**config.mk**
```make
export PLATFORM = sky130hd
export DESIGN_NAME = hilo_mdu_sequencer
export DESIGN_NICKNAME = d
export VERILOG_FILES = /design/src/rtl/hilo_mdu_sequencer.sv
export SDC_FILE = /design/constraint.sdc
export NUM_CORES = 1
export LEC_CHECK = 0
export BUFFER_PORTS_ARGS = -buffer_cell sky130_fd_sc_hd__buf_2
export CAP_MARGIN = 20
export CORE_AREA = 2 2 225 227
export DETAILED_ROUTE_END_ITERATION = 16
export DIE_AREA = 0 0 227 229
export MAX_ROUTING_LAYER = met4
export PLACE_DENSITY = 0.68
export REMOVE_ABC_BUFFERS = 1
export SLEW_MARGIN = 15
export SYNTH_ARGS = -nofsm -noshare
export SYNTH_HDL_FRONTEND = slang
export SYNTH_SLANG_ARGS = --single-unit
```
**constraint.sdc**
```tcl
create_clock -name Clk -period 9.95 [get_ports Clk]
set_input_delay 0.4975 -clock Clk [delete_from_list [all_inputs] [get_ports Clk]]
set_output_delay 0.4975 -clock Clk [all_outputs]
set_load 0.005 [all_outputs]
```
**src/rtl/hilo_mdu_sequencer.sv**
```systemverilog
// Multi-cycle shift-add multiplier that owns the HI/LO pair and stalls the pipeline while busy.
// Supports mul, mult, multu, madd and msub, with Abort and mthi/mtlo writes that are honoured only in IDLE.
module hilo_mdu_sequencer #(
  parameter int WIDTH          = 32,
  parameter int BITS_PER_CYCLE = 1
) (
  input  logic             Clk,
  input  logic             Rst_n,
  input  logic             Start,
  input  logic [5:0]       Op,
  input  logic [WIDTH-1:0] A,
  input  logic [WIDTH-1:0] B,
  input  logic             Abort,
  input  logic             MtHi,
  input  logic             MtLo,
  input  logic [WIDTH-1:0] MtData,
  output logic             Busy,
  output logic             Stall,
  output logic             Done,
  output logic [WIDTH-1:0] Result,
  output logic [WIDTH-1:0] Hi,
  output logic [WIDTH-1:0] Lo
);

  // state | meaning
  // IDLE  | waiting for a legal Start; mthi/mtlo accepted here
  // CALC  | N shift-add iterations on operand magnitudes
  // FIX   | sign correction and madd/msub accumulate against {Hi,Lo}
  // DONE  | Done pulse; commit to HI/LO (Result is already loaded for mul)
  localparam int N  = WIDTH / BITS_PER_CYCLE;
  localparam int CW = (N > 1) ? $clog2(N) : 1;

  localparam logic [1:0] S_IDLE = 2'd0;
  localparam logic [1:0] S_CALC = 2'd1;
  localparam logic [1:0] S_FIX  = 2'd2;
  localparam logic [1:0] S_DONE = 2'd3;

  localparam logic [5:0] OP_MUL   = 6'b000100;
  localparam logic [5:0] OP_MULT  = 6'b000101;
  localparam logic [5:0] OP_MULTU = 6'b000110;
  localparam logic [5:0] OP_MADD  = 6'b000111;
  localparam logic [5:0] OP_MSUB  = 6'b001000;

  logic [1:0]         r_state;
  logic [CW-1:0]      r_cnt;
  logic [2*WIDTH-1:0] r_mcand;
  logic [WIDTH-1:0]   r_mplier;
  logic [2*WIDTH-1:0] r_prod;
  logic               r_neg;
  logic [5:0]         r_op;
  logic [WIDTH-1:0]   r_hi;
  logic [WIDTH-1:0]   r_lo;
  logic [WIDTH-1:0]   r_result;

  logic               w_op_legal;
  logic               w_signed;
  logic               w_accept;
  logic [WIDTH-1:0]   w_abs_a;
  logic [WIDTH-1:0]   w_abs_b;
  logic [2*WIDTH-1:0] w_partial;
  logic [2*WIDTH-1:0] w_signed_p;
  logic [2*WIDTH-1:0] w_fix;

  assign w_op_legal = (Op == OP_MUL) || (Op == OP_MULT) || (Op == OP_MULTU) ||
                      (Op == OP_MADD) || (Op == OP_MSUB);
  assign w_signed   = (Op != OP_MULTU);
  assign w_accept   = (r_state == S_IDLE) && Start && w_op_legal && !Abort;
  assign w_abs_a    = (w_signed && A[WIDTH-1]) ? -A : A;
  assign w_abs_b    = (w_signed && B[WIDTH-1]) ? -B : B;

  // Sum of the multiplicand copies selected by the low multiplier bits this cycle.
  always_comb begin
    w_partial = '0;
    for (int j = 0; j < BITS_PER_CYCLE; j++) begin
      if (r_mplier[j]) w_partial = w_partial + (r_mcand << j);
    end
  end

  always_comb begin
    w_signed_p = r_neg ? -r_prod : r_prod;
    case (r_op)
      OP_MADD: w_fix = {r_hi, r_lo} + w_signed_p;
      OP_MSUB: w_fix = {r_hi, r_lo} - w_signed_p;
      default: w_fix = w_signed_p;
    endcase
  end

  always_ff @(posedge Clk or negedge Rst_n) begin
    if (!Rst_n) begin
      r_state  <= S_IDLE;
      r_cnt    <= '0;
      r_mcand  <= '0;
      r_mplier <= '0;
      r_prod   <= '0;
      r_neg    <= 1'b0;
      r_op     <= '0;
      r_hi     <= '0;
      r_lo     <= '0;
      r_result <= '0;
    end else begin
      case (r_state)
        S_IDLE: begin
          if (MtHi) r_hi <= MtData;
          if (MtLo) r_lo <= MtData;
          if (w_accept) begin
            r_state  <= S_CALC;
            r_cnt    <= CW'(N - 1);
            r_mcand  <= {{WIDTH{1'b0}}, w_abs_a};
            r_mplier <= w_abs_b;
            r_prod   <= '0;
            r_neg    <= w_signed && (A[WIDTH-1] ^ B[WIDTH-1]);
            r_op     <= Op;
          end
        end
        S_CALC: begin
          if (Abort) begin
            r_state <= S_IDLE;
          end else begin
            r_prod   <= r_prod + w_partial;
            r_mcand  <= r_mcand << BITS_PER_CYCLE;
            r_mplier <= r_mplier >> BITS_PER_CYCLE;
            if (r_cnt == '0) r_state <= S_FIX;
            else             r_cnt   <= r_cnt - 1'b1;
          end
        end
        S_FIX: begin
          if (Abort) begin
            r_state <= S_IDLE;
          end else begin
            r_prod  <= w_fix;
            // mul result is loaded here so it is already valid during the Done pulse
            if (r_op == OP_MUL) r_result <= w_fix[WIDTH-1:0];
            r_state <= S_DONE;
          end
        end
        default: begin
          if (r_op != OP_MUL) begin
            r_hi <= r_prod[2*WIDTH-1:WIDTH];
            r_lo <= r_prod[WIDTH-1:0];
          end
          r_state <= S_IDLE;
        end
      endcase
    end
  end

  assign Busy   = (r_state != S_IDLE);
  assign Done   = (r_state == S_DONE);
  assign Stall  = ((r_state == S_IDLE) && Start && w_op_legal) ||
                  (r_state == S_CALC) || (r_state == S_FIX);
  assign Result = r_result;
  assign Hi     = r_hi;
  assign Lo     = r_lo;

endmodule

```
==> impl_metrics.json, run 1 <==
{
  "status": "complete, no violations",
  "synth_seq_cells": 270,
  "gp_congestion": 0.971,
  "tightestPinTransition_ns": 1.23,
  "synth.distinct_cells": 84,
  "yosysWarnings": 0,
  "stdcell_count": 3889,
  "die_y_um": 229,
  "required_ns": 10.40,
  "rsz0062_at_grt": "false",
  "placedCellCount": 3824,
  "dp_hpwl_um": 70400,
  "drt_iter0_markers": 2354,
  "maxCapViolCount": 0,
  "num_vias": 24500,
  "grt_max_degree": 166,
  "ios": 207,
  "antenna_found_initial": 3,
  "synth_edf_count": 0,
  "core_region_area_um2": 49700,
  "cts-root-buf": "clkbuf_16",
  "grt_pass1_wl_um": 137000,
  "numCtsBuffers": 35,
  "wl_per_cell_um": 23.2,
  "synthArstFlopShare_pct": 100,
  "vias_per_cell": 6.29,
  "path_clk_slew_ns": 0.06,
  "syn_area_um2": 24600,
  "ys_seq_area_share_pct": 27.4,
  "final_max_slew_viol_count": 0,
  "end_kind": "flop",
  "synth-simple-area-share_pct": 20.0,
  "drc": 0,
  "synthAdderAreaFrac_pct": 7.07,
  "synth_ff_type": "dfrtp_1",
  "insertion_delay_ns": 0.57,
  "cts_buffer_depth": 3,
  "synth_top_family_by_area": "compound AO/OA/AOI/OAI gates",
  "gr-total-overflow": 0,
  "area_growth_pct": 10.2,
  "drtAntennaViolNets": 0,
  "syn_inst": 3126,
  "final_common_cell": "a21oi_1",
  "synth_compound_area_share_pct": 27.3,
  "reg2reg_from": "r_prod[0]$_DFFE_PN0P_",
  "wl_um": 90100,
  "hold_start": "Op[0]",
  "grt_usage_pct": 35.3,
  "crit_start": "r_prod[0]$_DFFE_PN0P_",
  "synth.avg_cell_area_um2": 7.88,
  "hold_viol_final": 0,
  "setup_viol": 0,
  "die_width_um": 227,
  "synth.mux.area_fraction_pct": 3.86,
  "tritoncts": "built",
  "finalCritPeriodShare_pct": 78.0,
  "initial_utilization_pct": 49.6,
  "drive_above_1_share_pct": 11.0,
  "slew_headroom_pct": 17.1,
  "hold_class": "in2reg",
  "cts_setup_buffers": 0,
  "period_needed_ns": 7.76,
  "fin_nets": 3437,
  "cp-start-kind": "flop",
  "portBuffers": 206,
  "row_count": 82,
  "final.setup.tns_ns": 0,
  "synth_xor_area_share_pct": 10.3,
  "die_area_um2": 52000,
  "grt_pass1_vias": 22700,
  "cp_data_arrival_time_ns": 8.21,
  "cts_sinks": 270,
  "fmax_mhz": 129,
  "fin_skew_ns": 0.0180,
  "cts_max_level": 2,
  "final_cell_mix": "a21oi_1 (347), nand2_1 (303), nor2_1 (277), dfrtp_1 (269), o21ai_0 (267)",
  "utilization_pct": 54.7,
  "critPathKind": "reg2reg",
  "cp_max_fo": 13,
  "first_pass_iters": 5
}
[synthesized netlist by cell type, drive strengths merged (11+ instances only)]
cell | count | area, µm²
a21oi | 350 | 1760
nand2 | 304 | 1140
nor2 | 278 | 1040
dfrtp | 270 | 6760
o21ai | 268 | 1340
clkbuf | 175 | 658
xor2 | 156 | 1370
ha | 136 | 1700
xnor2 | 133 | 1160
a21o | 89 | 668
and2 | 79 | 494
mux2i | 78 | 781
nand3 | 59 | 295
inv | 54 | 203
nor3 | 49 | 245
o31ai | 42 | 315
nand4 | 41 | 257
a31oi | 40 | 250
a22o | 39 | 342
nor4 | 31 | 275
o21a | 31 | 233
buf | 28 | 136
or3 | 26 | 163
nand2b | 25 | 156
o21bai | 24 | 180
and3 | 23 | 144
nor2b | 22 | 138
a22oi | 21 | 158
or2 | 18 | 113
or4 | 18 | 154
a41oi | 17 | 168
o211ai | 17 | 133
mux2 | 15 | 169
o41ai | 14 | 130
a211oi | 11 | 82.6
a221oi | 11 | 96.3
[layout make-up]
class | instances | area [µm²]
antenna | 1 | 2.50
clock buffer | 52 | 1000
clock inverter | 10 | 150
fill | 4763 | 22500
inverter | 56 | 210
multi-input combinational | 2597 | 16900
sequential | 270 | 6760
tap | 672 | 841
timing repair buffer | 231 | 1240
[critical path, stage by stage, from the launching register on]
cell	delay, ns
dfrtp_1	0.52
inv_1	0.17
ha_1	0.32
or4b_2	0.66
nor2_1	0.29
a21oi_1	0.14
xnor2_1	0.33
nand4_1	0.37
nor4_4	0.56
and4b_1	0.55
nand2_1	0.12
o21ai_0	0.23
xnor2_1	0.13
ha_1	0.40
and3_1	0.25
nand3_1	0.12
nor4_1	0.30
a221o_1	0.22
o21ai_0	0.19
a31oi_1	0.28
o22ai_1	0.20
o31ai_1	0.69
mux2i_1	0.17
a221oi_1	0.32
nand3_1	0.11
[what timing repair did]
| item | in CTS | in global routing |
|---|---|---|
| resized for setup | 0 | 0 |
| hold buffers | 1 | 0 |
| endpoints found under the hold margin | 1 | 0 |
[sequential cells by signal, indices dropped and copies added (netlist names)]
| signal | cells |
|---|---|
| r_mcand | 64 |
| Hi | 32 |
| Result | 32 |
| r_prod | 64 |
| r_mplier | 32 |
| r_op | 6 |
| r_neg | 1 |
| Lo | 32 |
| r_cnt | 5 |
| r_state | 2 |
[cell families (layout without fill, tap and decap cells)]
family / Yosys count / in the layout
other: 0 / 1
DFF: 270 / 270
xor gates and xnor gates: 289 / 289
buffers and inverters: 259 / 349
adders and majority gates: 138 / 138
AOI/OAI and AO/OA: 1071 / 1071
muxes: 93 / 93
and+or+nand+nor: 1006 / 1006
[path summary, 6_finish.rpt]
path                            cells past startpoint                 endpoint  slack [ns]
worst min-delay path                                3      r_op[0]$_DFFE_PN0P_        0.17
worst max register to register                     24   r_prod[62]$_DFFE_PN0P_        2.19
worst min register to register                      2  r_mplier[0]$_DFFE_PN0P_        0.48
max in group asynchronous                           3       Hi[23]$_DFFE_PN0P_        7.83
min in group asynchronous                           2   r_mcand[2]$_DFFE_PN0P_        0.54
worst max-delay path                               24   r_prod[62]$_DFFE_PN0P_        2.19
[through the flow]
step | instance area (µm²) | setup WS [ns] | hold slack, ns
2_1_floorplan | 23800 | -0.787 | 0.202
3_3_place_gp | 26000 | 2.43 | 0.457
3_5_place_dp | 26000 | 2.26 | 0.465
4_1_cts | 27100 | 2.25 | 0.134
5_1_grt | 27100 | 1.46 | 0.174
6_report | 27100 | 2.19 | 0.168
[layer usage]
layer	GRT usage, %	vias to the layer above	routed length (µm)	share of wire (%)
met3	7.27	116	9350	10
met5	-	-	0	0
met1	52.8	11700	42500	47
li1	-	11500	-	-
met4	10.3	0	2740	3.0
met2	47.3	1114	35500	39
Power of run 1 is left out: the tool's default activity adds up to more than one toggle a clock period on the data nets, which glitch-free logic cannot reach.
==> run 2, diff against run 1 <==
- PLACE_DENSITY: 0.68 -> 0.71
- clock period: 9.95 -> 6.8 ns (I/O delays scaled with it)
==> impl_metrics.json, run 2 (synthesis gave the netlist of run 1 again) <==
{
  "vias_per_cell": 6.27,
  "grt_usage_pct": 36.0,
  "drt_iter0_markers": 2850,
  "setup_viol": 0,
  "fin_nets": 3568,
  "path_clk_slew_ns": 0.07,
  "drc": 0,
  "wl_um": 92100,
  "fmax_mhz": 153,
  "portBuffers": 206,
  "worstHoldPathCells": 3,
  "grt.busiest_layer": "met1",
  "maxCapViolCount": 0,
  "fill_cells": 4763,
  "period_needed_ns": 6.54,
  "reg_top3": "r_mcand (64), r_prod (64)",
  "slew_headroom_pct": 23.3,
  "die_width_um": 227,
  "finalCritPeriodShare_pct": 96.2,
  "grtUsageMet1_pct": 54.3,
  "tritoncts": "built",
  "antenna_found_initial": 2,
  "cts_max_level": 2,
  "required_ns": 7.22,
  "insertion_delay_ns": 0.57,
  "num_vias": 25200,
  "cts_sinks": 270,
  "status": "complete, no violations",
  "die_area_um2": 52000,
  "critPathKind": "reg2reg",
  "stdcell_count": 4019,
  "initial_utilization_pct": 49.6,
  "area_growth_pct": 14.8,
  "grt_pass1_vias": 23300,
  "pre_cts_slack_ns": 0.181,
  "cp_max_fo": 7,
  "setup_slack_ns": 0.256,
  "cp_data_arrival_time_ns": 6.96,
  "first_pass_iters": 6,
  "end_kind": "flop",
  "row_count": 82,
  "gp_congestion": 1.00,
  "num_antenna_cells": 0,
  "cp-start-kind": "flop",
  "final_cell_mix": "a21oi_1 (344), nand2_1 (302), nor2_1 (276), dfrtp_1 (269), o21ai_0 (264)",
  "reg2reg_depth": 26,
  "cts_buffer_depth": 3,
  "tightestPinTransition_ns": 1.14,
  "gr-usage-met2_pct": 49.0,
  "utilization_pct": 56.9,
  "final_common_cell": "a21oi_1",
  "grt_pass1_wl_um": 140000,
  "drive_above_1_share_pct": 15.1,
  "numCtsBuffers": 34,
  "gr-total-overflow": 0,
  "hold_viol_final": 0,
  "wl_per_cell_um": 22.9,
  "core_region_area_um2": 49700,
  "cts-root-buf": "clkbuf_16",
  "ios": 207,
  "dp_hpwl_um": 73000,
  "drtAntennaViolNets": 0,
  "final.setup.tns_ns": 0,
  "grt_max_degree": 116,
  "fin_skew_ns": 0.0228,
  "hold_class": "in2reg",
  "placedCellCount": 3949,
  "die_y_um": 229,
  "met3_usage_pct": 5.99,
  "final_max_slew_viol_count": 0
}
==> run 2: cell types whose count changed in the layout (fill, tap and decap cells not counted), sizes merged, moves of 2 or more <==
cell | before | now
clkinv | 6 | 8
bufinv | 3 | 5
clkbuf | 53 | 47
buf | 229 | 360
dlygate4sd3 | 1 | 3
==> run 2: worst paths after layout <==
| check | start | to | slack (ns) |
|---|---|---|---|
| setup / recovery | r_prod[0]$_DFFE_PN0P_ | r_prod[63]$_DFFE_PN0P_ | 0.26 |
| hold / removal | Op[1] | r_op[1]$_DFFE_PN0P_ | 0.03 |
| setup reg to reg | r_prod[0]$_DFFE_PN0P_ | r_prod[63]$_DFFE_PN0P_ | 0.26 |
| hold reg to reg | Result[7]$_DFFE_PN0P_ | Result[7]$_DFFE_PN0P_ | 0.48 |
| max in group asynchronous | Rst_n | r_neg$_DFFE_PN0P_ | 4.74 |
| min in group asynchronous | Rst_n | r_mcand[1]$_DFFE_PN0P_ | 0.37 |
==> run 2: final cells by class <==
| type | count | area, µm² | share of cell area, % |
|---|---|---|---|
| Clock buffer | 47 | 980 | 3.46 |
| Clock inverter | 14 | 226 | 0.801 |
| Inverter | 56 | 210 | 0.743 |
| Multi-Input combinational cell | 2597 | 17000 | 60.2 |
| Sequential cell | 270 | 6760 | 23.9 |
| Tap cell | 672 | 841 | 2.97 |
| Timing Repair Buffer | 363 | 2230 | 7.88 |
==> run 2: worst max-delay path: stages (launching register included) <==
cell and delay (ns):
dfrtp_1 0.44, inv_1 0.13, ha_1 0.17, buf_4 0.14
nor3b_1 0.22, o211ai_1 0.25, nor4_2 0.47, and4_1 0.32
nand4_1 0.20, buf_4 0.21, o21ai_0 0.20, xnor2_1 0.12
ha_2 0.42, and4_1 0.29, and2_1 0.23, nand4_1 0.15
a211oi_1 0.22, nor4_1 0.08, buf_4 0.17, o41a_1 0.44
o41a_1 0.36, o21ai_0 0.18, buf_4 0.19, a211oi_1 0.09
xnor2_1 0.34, mux2i_1 0.27, o211ai_1 0.12
==> run 2: through the flow <==
| stage | instance area [µm²] | hold slack (ns) |
|---|---|---|
| after global routing | 28300 | 0.0342 |
| final | 28300 | 0.0271 |
| after floorplan | 23800 | 0.0444 |
| after global placement | 26900 | 0.452 |
| after detailed placement | 26900 | 0.466 |
| after CTS | 28100 | 0.00123 |
==> run 2: routing by layer <==
layer  up-vias  share of wire (%)
met5         -                  0
met4         0                3.0
met3       130                9.3
met2      1195                 40
met1     12100                 48
li1      11800                  -
==> run 2: repair_timing <==
item | CTS | global route
hold buffers | 3 | 0
setup endpoints to repair | 0 | 14
gates resized for setup | 0 | 22
hold endpoints to repair | 114 | 0
setup buffers | 0 | 6
Power of run 2 is left out for the same reason.
